--- src/rtl/neuron_activation_unit_pkg.sv ---
// Shared defaults, activation-type names and the elaboration-time sigmoid
// helper for the neuron activation stage.
package neuron_activation_unit_pkg;

    localparam int DEF_DATA_W   = 16;
    localparam int DEF_WINT_W   = 1;
    localparam int DEF_SIG_SIZE = 5;
    localparam int DEF_FRAC     = DEF_DATA_W - 1 - DEF_WINT_W;

    localparam string ACT_RELU         = "relu";
    localparam string ACT_SIGMOID      = "sigmoid";
    localparam string ACT_SIGMOID_HALF = "sigmoid_half";

    // round-half-up of 2^frac / (1 + e^-x), x = k / 2^shift; e^|x| by Taylor
    // series so the table needs no math library at elaboration
    function automatic int sigmoid_entry(input int k, input int frac, input int shift);
        real x;
        real ax;
        real term;
        real e_pos;
        real e_neg;
        x     = real'(k) / real'(1 << shift);
        ax    = (x < 0.0) ? -x : x;
        term  = 1.0;
        e_pos = 1.0;
        for (int n = 1; n < 48; n++) begin
            term  = term * ax / real'(n);
            e_pos = e_pos + term;
        end
        e_neg = (x < 0.0) ? e_pos : 1.0 / e_pos;
        return $rtoi(real'(1 << frac) / (1.0 + e_neg) + 0.5);
    endfunction

endpackage

--- src/rtl/act_sigmoid_lut.sv ---
// Sigmoid ROM with code saturation: full offset-binary table, or half table
// plus sigmoid(-x) = 1 - sigmoid(x) symmetry when HALF is set.
module act_sigmoid_lut
    import neuron_activation_unit_pkg::*;
#(
    parameter int DATA_W   = DEF_DATA_W,
    parameter int WINT_W   = DEF_WINT_W,
    parameter int SIG_SIZE = DEF_SIG_SIZE,
    parameter bit HALF     = 1'b0
) (
    input  logic [WINT_W+SIG_SIZE-1:0] code_in,
    output logic [DATA_W-1:0]          act
);

    localparam int FRAC     = DATA_W - 1 - WINT_W;
    localparam int SHIFT    = SIG_SIZE - 2 - WINT_W;
    localparam int HALF_OFS = 2 ** (SIG_SIZE - 1);
    localparam int ENTRIES  = HALF ? HALF_OFS + 1 : 2 * HALF_OFS;

    typedef logic [ENTRIES-1:0][DATA_W-1:0] rom_t;

    function automatic rom_t build_rom();
        rom_t rom;
        for (int i = 0; i < ENTRIES; i++) begin
            rom[i] = DATA_W'(sigmoid_entry(HALF ? i : i - HALF_OFS, FRAC, SHIFT));
        end
        return rom;
    endfunction

    localparam rom_t ROM = build_rom();

    logic [WINT_W:0]     int_bits;
    logic                ovf;
    logic [SIG_SIZE-1:0] code;
    logic [SIG_SIZE-1:0] idx;
    logic [DATA_W-1:0]   entry;

    // NOTE: every always_comb output gets a value on every path (defaults
    // first) so no latch is inferred.
    always_comb begin
        idx      = '0;
        int_bits = code_in[WINT_W+SIG_SIZE-1 -: WINT_W+1];
        ovf      = !((&int_bits) || !(|int_bits));
        if (ovf) begin
            code = {int_bits[WINT_W], {(SIG_SIZE-1){~int_bits[WINT_W]}}};
        end else begin
            code = code_in[SIG_SIZE-1:0];
        end

        if (HALF) begin
            // magnitude of the most negative code is representable unsigned
            idx   = code[SIG_SIZE-1] ? -code : code;
            entry = ROM[idx];
            act   = code[SIG_SIZE-1] ? DATA_W'(1 << FRAC) - entry : entry;
        end else begin
            idx   = {~code[SIG_SIZE-1], code[SIG_SIZE-2:0]};
            entry = ROM[idx];
            act   = entry;
        end
    end

endmodule

--- src/rtl/neuron_activation_unit.sv ---
// Registered activation stage of one neuron: ReLU, full sigmoid ROM or
// half sigmoid ROM, one cycle from in_valid to out_valid.
module neuron_activation_unit
    import neuron_activation_unit_pkg::*;
#(
    parameter int    DATA_W   = DEF_DATA_W,
    parameter int    WINT_W   = DEF_WINT_W,
    parameter int    SIG_SIZE = DEF_SIG_SIZE,
    parameter string ACT_TYPE = ACT_RELU
) (
    input  logic                  clk,
    input  logic                  rst,
    input  logic                  in_valid,
    input  logic [2*DATA_W-1:0]   sum_in,
    output logic [DATA_W-1:0]     act_out,
    output logic                  out_valid
);

    localparam int FRAC        = DATA_W - 1 - WINT_W;
    localparam int MSB         = 2 * DATA_W - 1;
    localparam int RELU_OVF_LO = FRAC + DATA_W - 1;

    logic [DATA_W-1:0] act_fn;
    logic [DATA_W-1:0] act_d, act_q;
    logic              valid_d, valid_q;
    logic              unused_sum;

    assign unused_sum = ^sum_in;

    generate
        if (ACT_TYPE == ACT_RELU) begin : g_relu
            always_comb begin
                if (sum_in[MSB]) begin
                    act_fn = '0;
                end else if (|sum_in[MSB-1:RELU_OVF_LO]) begin
                    act_fn = {1'b0, {(DATA_W-1){1'b1}}};
                end else begin
                    act_fn = {1'b0, sum_in[RELU_OVF_LO-1:FRAC]};
                end
            end
        end else if (ACT_TYPE == ACT_SIGMOID) begin : g_sigmoid
            act_sigmoid_lut #(
                .DATA_W   (DATA_W),
                .WINT_W   (WINT_W),
                .SIG_SIZE (SIG_SIZE),
                .HALF     (1'b0)
            ) u_lut (
                .code_in (sum_in[MSB -: WINT_W+SIG_SIZE]),
                .act     (act_fn)
            );
        end else if (ACT_TYPE == ACT_SIGMOID_HALF) begin : g_sigmoid_half
            act_sigmoid_lut #(
                .DATA_W   (DATA_W),
                .WINT_W   (WINT_W),
                .SIG_SIZE (SIG_SIZE),
                .HALF     (1'b1)
            ) u_lut (
                .code_in (sum_in[MSB -: WINT_W+SIG_SIZE]),
                .act     (act_fn)
            );
        end else begin : g_bad_act_type
            $error("neuron_activation_unit: unsupported ACT_TYPE");
            assign act_fn = '0;
        end
    endgenerate

    always_comb begin
        act_d   = act_q;
        valid_d = in_valid;
        if (in_valid) begin
            act_d = act_fn;
        end
    end

    // NOTE: sequential state uses non-blocking assignments so every flop
    // samples its pre-edge inputs regardless of block ordering.
    always_ff @(posedge clk) begin
        if (rst) begin
            act_q   <= '0;
            valid_q <= 1'b0;
        end else begin
            act_q   <= act_d;
            valid_q <= valid_d;
        end
    end

    assign act_out   = act_q;
    assign out_valid = valid_q;

endmodule

--- config.mk ---
export PLATFORM = sky130hd
export DESIGN_NAME = neuron_activation_unit
export DESIGN_NICKNAME = d
export VERILOG_FILES = /design/src/rtl/neuron_activation_unit_pkg.sv /design/src/rtl/act_sigmoid_lut.sv /design/src/rtl/neuron_activation_unit.sv
export SDC_FILE = /design/constraint.sdc
export NUM_CORES = 1
export LEC_CHECK = 0
export ABC_AREA = 1
export BUFFER_PORTS_ARGS = -buffer_cell sky130_fd_sc_hd__buf_2
export CORE_AREA = 2 2 49 51
export CTS_CLUSTER_DIAMETER = 80
export CTS_CLUSTER_SIZE = 40
export DETAILED_ROUTE_END_ITERATION = 12
export DIE_AREA = 0 0 51 53
export GPL_TIMING_DRIVEN = 1
export PLACE_DENSITY = 0.81
export SLEW_MARGIN = 30
export SYNTH_ARGS = -nofsm -noshare
export SYNTH_HDL_FRONTEND = slang
export SYNTH_SLANG_ARGS = --single-unit
--- constraint.sdc ---
create_clock -name clk -period 0.8 [get_ports clk]
set_clock_uncertainty 0.1 [all_clocks]
set_input_delay 0.04 -clock clk [delete_from_list [all_inputs] [get_ports clk]]
set_output_delay 0.04 -clock clk [all_outputs]
set_load 0.1 [all_outputs]
==> summary.md, run 1 <==
| Metric | Value |
|---|---|
| Final Util | `0.656` |
| Switch share | `0.369` |
| ANT nets after route | `0` |
| Period Utilization, post-route | `1.19` |
| Critical Path Max Stage Delay | `between 0.3 and 0.4 ns` |
| Root Driver | `clkbuf_4` |
| Syn-to-layout area delta | `85.8%` |
| Final WS setup | `-0.154 ns` |
| GR Overflow Total | `0` |
| EDFF count, synth | `0` |
| Worst Path Required | `around 0.66 ns` |
| Most frequent cell after synthesis | `nand2_1` |
| Final Hold Fails | `8` |
| Worst path cell trace | `buf_12` |
| Maximum VDD drop | `approximately 0.8 mV` |
| I/O Buffers | `36` |
| Crit-path max FO | `2` |
| CTS buffer count | `3` |
| Most frequent cells after synthesis | `42 x nand2_1, 16 x dfxtp_1, 15 x inv_1, 10 x a21oi_2, 5 x a21oi_1` |
| Drt wl/cell | `about 10 um` |
| FFs w/ async S/R, synth | `0` |
| Largest net degree at the start of global routing | `17` |
| Clk_lat worst skew | `0.27 ns` |
| Final min period | `0.954 ns` |
| Register area share after synthesis | `0.422` |
| Clock Path Buffers | `2` |
| # diodes | `0` |
| Logic pwr share | `0.387` |
| Slowest-stage cell, CP | `dfxtp_4` |
| Post-Syn Area | `758 um^2` |
| Initial antenna violation count | `0` |
| Critical path arrival | `0.81 ns` |
| Clk slew on worst S/H paths | `0.08 ns` |
| Met1 Wirelength | `around 790 um` |
| Layout cells sized above 1 | `0.622` |
| Wire length on met2 | `911 um` |
| Max_cap viols | `0` |
| CTS tree | `yes` |
| Clock power frac | `0.198` |
| Die footprint | `2700 um^2` |
| Starting Density | `0.353` |
| Gpl congestion | `0.702` |
| Internal | `1.33 mW` |
| Die Y | `53 um` |
| Register share of total power | `0.414` |
| Synth Net Count | `137` |
| Avg Vias per Cell | `4.32` |
| First-pass GRT wire length | `3040 um` |
| H-tree levels | `1` |
| Vias in the first global route | `738` |
| Drt total wl | `1810 um` |
| Dpl ws | `-0.0360 ns` |
| Crit start category | `register` |
| Synth top area share | `0.422` |
| Max Used Layer | `met3` |
| Placed wire-length estimate | `1300 um` |
| RSZ-0062 raised after global routing | `yes` |
| Area contributors post-synth | `dfxtp_1 42%, nand2_1 21%, a21oi_2 12%, inv_1 7.4%, buf_4 4.0%` |
| Slew Limit Fails | `0` |
| Psw | `0.774 mW` |
| Ys flop type | `dfxtp_1` |
| Core ar. | `2150 um^2` |
| Hold WS | `-0.0167 ns` |
| Cells after synthesis | `102` |
| DR iter-0 viols | `6` |
| DRC Markers | `0` |
| Total I/O pin count | `52` |
| Mean Syn Cell Area | `~7.4 um^2` |
| Type of the worst setup path | `reg2out` |
| Router iterations before antenna repair | `2` |
| Clock sinks | `16` |
| Buf+Inv Stages, Crit Path | `1` |
| Flops & latches, synth | `16` |
| Met3 WL | `112 um` |
| Final setup vio count | `19` |
| Netlist cell types | `14` |
| Die W | `51 um` |
| Crit end category | `primary output` |
| CP top delay family | `flip-flops` |
| Synth area leader | `dfxtp_1` |
| Synthesis Warnings | `0` |
| Failing checks | `negative hold slack, negative setup slack` |
| Hold Crit Class | `in2reg` |
| Leakage | `0.644 nW` |
| PwrDens | `1490 nW/um^2` |
| Tot Pwr | `2.10 mW` |
| GRT Util Overall | `0.148` |
| Row cnt | `17` |
| Vias | `760` |
| Outcome | `finished with violations` |
| Fin nets | `184` |
| Peak Freq | `1050 MHz` |
==> worst paths after layout <==
path                                  start     endpoint  slack, ns  depth (start not counted)
worst max-delay path             act_out[4]   act_out[4]      -0.15                          1
worst min-delay path             sum_in[24]  act_out[10]      -0.02                          5
worst max register to register   act_out[3]   act_out[3]      -0.01                          3
worst min register to register  act_out[14]  act_out[14]       0.39                          2
==> registers in the layout, indices dropped and copies added (netlist names) <==
register,count
out_valid,1
act_out,15
==> stage by stage <==
stage | hold slack [ns] | setup TNS, ns | instance area (um^2) | instances
after CTS | -0.0247 | -2.52 | 1390 | 176
final | -0.0167 | -2.37 | 1410 | 176
after global routing | -0.0116 | -2.98 | 1410 | 176
after floorplan | 0.116 | -1.08 | 838 | 102
after global placement | 0.261 | -0.0566 | 1290 | 163
after detailed placement | 0.274 | -0.390 | 1290 | 163
==> kinds of logic after synthesis <==
| logic type | count (synthesis) | synth area share |
|---|---|---|
| buffers and inverters | 22 | 0.145 |
| AO/OA/AOI/OAI | 15 | 0.149 |
| flip-flops | 16 | 0.422 |
| other | 1 | 0.00495 |
| AND/OR/NAND/NOR | 48 | 0.279 |
==> cells in the final DEF, fill, tap and decap left out, drive strengths merged <==
master and instances:
dfxtp 16, conb 1, inv 16, nor2 3
buf 48, a21oi 15, nand2 45, clkbuf 4
==> repair_timing <==
item,CTS,global route
endpoints found under the setup margin,16,25
hold endpoints to repair,12,2
gates resized for setup,0,6
buffers inserted,9,0
==> routing by layer <==
metal	up-vias	track usage
met5	-	0
met4	0	0.0405
met3	0	0.0311
met2	32	0.275
met1	333	0.172
li1	395	-
==> power by group through the flow <==
stage / clock network (mW) / registers (mW) / logic [mW]
final: 0.416 / 0.870 / 0.813
after global routing: 0.471 / 0.876 / 0.851
after CTS: 0.441 / 0.867 / 0.806
after detailed placement: 0 / 0.890 / 0.766
after global placement: 0 / 0.889 / 0.755
after floorplan: 0 / 1.18 / 0.186
==> area by class of cell <==
| class | instances | area (um^2) |
|---|---|---|
| fill | 176 | 739 |
| timing repair buffer | 48 | 554 |
| inverter | 16 | 60.1 |
| sequential | 16 | 378 |
| clock buffer | 4 | 26.3 |
| tap | 28 | 35.0 |
| multi-input combinational | 64 | 355 |
No activity file was read; power rests on OpenSTA's default activity.
==> inputs of run 2 (changes only) <==
ABC_CLOCK_PERIOD_IN_PS = 800   (was unset)
BUFFER_PORTS_ARGS = unset   (was -buffer_cell sky130_fd_sc_hd__buf_2)
CORE_AREA = 2 2 42 44   (was 2 2 49 51)
DIE_AREA = 0 0 44 46   (was 0 0 51 53)
DONT_BUFFER_PORTS = 1   (was unset)
PLACE_DENSITY = 0.75   (was 0.81)
==> summary.md, run 2 (synthesized netlist as in run 1, its figures left out) <==
| Metric | Value |
|---|---|
| Outcome | `finished with violations` |
| Failing checks | `negative hold slack, negative setup slack` |
| Die Y | `46 um (-13%)` |
| Hold EP | `act_out[6]` |
| Most frequent cells in the layout | `33 x nand2_1, 16 x buf_12, 15 x inv_1, 15 x dfxtp_4, 12 x buf_4` |
| Avg Vias per Cell | `4.84 (+12%)` |
| DRC Markers | `0 (unchanged)` |
| Gpl congestion | `0.654 (-6.9%)` |
| Hold Path Depth | `1 (-4)` |
| Slew Limit Fails | `0 (unchanged)` |
| Fill count | `94 (-47%)` |
| RR Startpoint | `act_out[8]` |
| Root Driver | `clkbuf_4` |
| RSZ-0062 raised after global routing | `yes` |
| Row cnt | `15 (-2)` |
| ANT nets after route | `0 (unchanged)` |
| Drt total wl | `1720 um (-5.0%)` |
| # diodes | `0 (unchanged)` |
| First-pass GRT wire length | `2820 um (-7.5%)` |
| Layout Cells excl Fill | `148 (-16%)` |
| Clock sinks | `16 (unchanged)` |
| Most common cell after layout, fill and taps aside | `nand2_1` |
| DR iter-0 viols | `4 (-2)` |
| Total I/O pin count | `52 (unchanged)` |
| Crit start category | `register` |
| Initial antenna violation count | `0 (unchanged)` |
| Worst hold start | `rst` |
| Buf+Inv Stages, Crit Path | `1 (unchanged)` |
| Critical path arrival | `0.84 ns (+0.03 ns)` |
| Clock Path Buffers | `2 (unchanged)` |
| Final Hold Fails | `16 (+8)` |
| Reg2reg path depth | `4 (+1)` |
| Drt wl/cell | `11.6 um (+13%)` |
| Layout cells sized above 1 | `0.580 (-0.0415)` |
| CTS buffer count | `3 (unchanged)` |
| Maximum VDD drop | `1.16 mV (+44%)` |
| Core ar. | `1610 um^2 (-25%)` |
| Vias in the first global route | `705 (-4.5%)` |
| Worst path cell trace | `buf_12` |
| GRT Util Overall | `0.194 (+0.0456)` |
| Die W | `44 um (-14%)` |
| H-tree levels | `1 (unchanged)` |
| Syn-to-layout area delta | `70.8%` |
| Multi-input gate area | `355 um^2 (unchanged)` |
| Peak Freq | `1020 MHz (-2.8%)` |
| Slowest-stage cell, CP | `dfxtp_4` |
| Placed wire-length estimate | `1240 um (-4.4%)` |
| Dpl ws | `-0.00848 ns (+0.0275 ns)` |
| Period Utilization, post-route | `1.23 (+0.0349)` |
| Placed cells | `135 (-17%)` |
| Final WS setup | `-0.182 ns (-0.0279 ns)` |
| Starting Density | `0.470 (+0.117)` |
| R2R Setup Slk | `-0.10 ns (-0.09 ns)` |
| PwrDens | `1660 nW/um^2 (+11%)` |
| CP top delay family | `flip-flops` |
| Max_cap viols | `0 (unchanged)` |
| Hold WS | `-0.313 ns (-0.296 ns)` |
| Clk slew on worst S/H paths | `0.10 ns (+0.02 ns)` |
| Crit end category | `primary output` |
| Largest net degree at the start of global routing | `17 (unchanged)` |
| Fin nets | `167 (-9.2%)` |
| Crit-path max FO | `2 (unchanged)` |
| Critical Path Max Stage Delay | `0.38 ns (about the same)` |
| Max FFs per register | `15 (unchanged)` |
| Clk_lat worst skew | `0.29 ns (+0.02 ns)` |
| I/O Buffers | `0 (-100%)` |
| Hold Crit Class | `in2reg` |
| Worst Path Required | `0.66 ns (about the same)` |
| Leakage | `0.576 nW (-11%)` |
| Die footprint | `2020 um^2 (-25%)` |
| Final min period | `0.982 ns (+0.0279 ns)` |
| Vias | `717 (-5.7%)` |
| CTS tree | `yes` |
| Router iterations before antenna repair | `2 (unchanged)` |
| Critical R2R Capture | `act_out[8]` |
| Type of the worst setup path | `reg2out` |
| Reg area | `378 um^2 (unchanged)` |
| Final setup vio count | `17 (-2)` |
| GR Overflow Total | `0 (unchanged)` |
## run 2: power by group
part           switching [mW]  leakage [nW]  internal, mW
registers              0.0459         0.142         0.821
clock network           0.271        0.0210         0.278
logic                   0.464         0.412         0.271
## run 2: how the worst max path moves through the flow
stage                startpoint     endpoint  slack, ns  depth (start not counted)
global route         act_out[8]   act_out[8]      -0.20                          1
CTS                  act_out[8]   act_out[8]      -0.18                          1
floorplan           act_out[10]  act_out[10]      -0.11                          2
detailed placement     in_valid   act_out[8]     -0.008                          4
finish               act_out[8]   act_out[8]      -0.18                          1
global placement       in_valid   act_out[2]       0.02                          4
## run 2: repair_timing
| action | CTS | global route |
|---|---|---|
| pin swaps | 0 | 1 |
| setup endpoints to repair | 16 | 19 |
| resized for setup | 0 | 4 |
| buffers inserted | 7 | 2 |
| cloned | 0 | 0 |
| hold endpoints to repair | 16 | 16 |
## run 2: cell type report
class	instances	area share
Clock buffer	4	0.0280
Multi-Input combinational cell	64	0.274
Tap cell	17	0.0164
Timing Repair Buffer	31	0.343
Inverter	16	0.0464
Sequential cell	16	0.292
## run 2: per-stage QoR
stage          power (mW)  area (um^2)   util  hold slack, ns  setup TNS (ns)
6_report             2.15         1290  0.802          -0.313           -2.82
5_1_grt              2.22         1290  0.802          -0.326           -3.18
4_1_cts              2.15         1260  0.783          -0.319           -2.81
3_5_place_dp         1.58         1170  0.728        -0.00263         -0.0150
3_3_place_gp         1.57         1170  0.728        -0.00339               0
2_1_floorplan        1.37          838      -           0.116           -1.08
## run 2: per-layer routing
metal / vias up / track usage / share of wire / wire [um]
li1: 361 / - / - / -
met5: - / 0 / 0 / 0
met2: 24 / 0.356 / 0.54 / 923
met4: 0 / 0.109 / 0.021 / 36
met1: 327 / 0.205 / 0.39 / 672
met3: 5 / 0.0397 / 0.051 / 88
==> inputs of run 3 (changes only) <==
--- a/constraint.sdc
+++ b/constraint.sdc
@@ -3,3 +3,3 @@
 set_input_delay 0.04 -clock clk [delete_from_list [all_inputs] [get_ports clk]]
 set_output_delay 0.04 -clock clk [all_outputs]
-set_load 0.1 [all_outputs]
+set_load 0.01 [all_outputs]
==> summary.md, run 3 (synthesized netlist as in run 1, its figures left out) <==
| Metric | Value |
|---|---|
| Maximum VDD drop | `0.765 mV (-34%)` |
| RSZ-0062 raised after global routing | `yes` |
| H-tree levels | `1 (unchanged)` |
| Most common cell after layout, fill and taps aside | `nand2_1` |
| Clk slew on worst S/H paths | `0.09 ns (about the same)` |
| Max FFs per register | `15 (unchanged)` |
| Buf+Inv Stages, Crit Path | `1 (unchanged)` |
| Dpl ws | `-0.0153 ns (-0.00685 ns)` |
| GR Overflow Total | `0 (unchanged)` |
| Final Cell Area | `975 um^2 (-25%)` |
| # diodes | `0 (unchanged)` |
| Vias in the first global route | `577 (-18%)` |
| Layout Cells excl Fill | `135 (-8.8%)` |
| Period Utilization, post-route | `1.09 (-0.135)` |
| ANT nets after route | `0 (unchanged)` |
| Tot Pwr | `1.56 mW (-28%)` |
| Router iterations before antenna repair | `3 (+1)` |
| Initial antenna violation count | `0 (unchanged)` |
| PwrDens | `1600 nW/um^2 (-3.9%)` |
| Die Y | `46 um (unchanged)` |
| Fin nets | `155 (-7.2%)` |
| Hold Path Depth | `1 (unchanged)` |
| Leakage | `0.449 nW (-22%)` |
| Levels on crit path | `1 (unchanged)` |
| R2R Setup Slk | `0 ns (+0.10 ns)` |
| Layout cells sized above 1 | `0.466 (-0.114)` |
| Crit-path max FO | `2 (unchanged)` |
| Drt wl/cell | `11.6 um (-0.38%)` |
| Hold WS | `-0.295 ns (+0.0182 ns)` |
| Slowest-stage cell, CP | `dfxtp_2` |
| I/O Buffers | `0 (unchanged)` |
| Total negative slack | `-0.912 ns (+1.91 ns)` |
| Final Util | `0.604 (-0.198)` |
| Critical Path Max Stage Delay | `0.35 ns (-0.03 ns)` |
| CTS buffer count | `3 (unchanged)` |
| Root Driver | `clkbuf_4` |
| Total I/O pin count | `52 (unchanged)` |
| Clock Path Buffers | `2 (unchanged)` |
| Worst Path Required | `0.66 ns (about the same)` |
| Most frequent cells in the layout | `42 x nand2_1, 16 x dfxtp_2, 15 x inv_1, 15 x buf_6, 11 x a21oi_2` |
| Crit end category | `primary output` |
| Placed cells | `128 (-5.2%)` |
| Slew Limit Fails | `0 (unchanged)` |
| Peak Freq | `1140 MHz (+12%)` |
| Die footprint | `2020 um^2 (unchanged)` |
| Clk_lat worst skew | `0.28 ns (about the same)` |
| Final WS setup | `-0.0741 ns (+0.108 ns)` |
| Final Hold Fails | `16 (unchanged)` |
| GRT Util Overall | `0.165 (-0.0293)` |
| Hold Crit Class | `in2reg` |
| Largest net degree at the start of global routing | `18 (+1)` |
| Avg Vias per Cell | `4.73 (-2.4%)` |
| CP top delay family | `flip-flops` |
| Final setup vio count | `15 (-2)` |
| CTS tree | `yes` |
| Drt total wl | `1560 um (-9.1%)` |
| Placed wire-length estimate | `984 um (-21%)` |
| DRC Markers | `0 (unchanged)` |
| Row cnt | `15 (unchanged)` |
| Outcome | `finished with violations` |
| Syn-to-layout area delta | `28.5%` |
| Reg2reg path depth | `3 (-1)` |
| Gpl congestion | `0.676 (+3.3%)` |
| Area after DPL | `842 um^2 (-28%)` |
| Final min period | `0.874 ns (-0.108 ns)` |
| Vias | `638 (-11%)` |
| Core ar. | `1610 um^2 (unchanged)` |
| Crit start category | `register` |
| Worst path cell trace | `buf_6` |
| DR iter-0 viols | `6 (+2)` |
| Die W | `44 um (unchanged)` |
| Failing checks | `negative hold slack, negative setup slack` |
| First-pass GRT wire length | `2330 um (-17%)` |
| Type of the worst setup path | `reg2out` |
| Critical path arrival | `0.73 ns (-0.11 ns)` |
| Starting Density | `0.470 (unchanged)` |
| Clock sinks | `16 (unchanged)` |
| Max_cap viols | `0 (unchanged)` |
[run 3: report_power, final]
part	internal, mW	leakage (nW)	switching, mW	total (mW)
Sequential	0.849	0.138	0.0314	0.880
Clock	0.174	0.0138	0.233	0.407
Combinational	0.139	0.297	0.130	0.269
[run 3: worst paths after layout]
check / start / to
max: act_out[11] / act_out[11]
min: rst / act_out[1]
max reg2reg: act_out[0] / act_out[0]
min reg2reg: act_out[14] / act_out[14]
[run 3: cell type report]
class | instances | area [um^2]
clock buffer | 3 | 22.5
timing repair buffer | 19 | 199
multi-input combinational | 64 | 332
sequential | 16 | 340
tap | 17 | 21.3
fill | 147 | 639
inverter | 16 | 60.1
[run 3: per-layer routing]
layer,track usage,vias up,routed length (um)
li1,-,331,-
met1,0.178,281,694
met2,0.279,24,786
met3,0.0357,2,62
met4,0.127,0,19
met5,0,-,0
[run 3: what timing repair did]
action	CTS	global route
resized for setup	30	2
setup endpoints to repair	15	18
endpoints found under the hold margin	16	16
buffers inserted	2	2
pin swaps	0	4
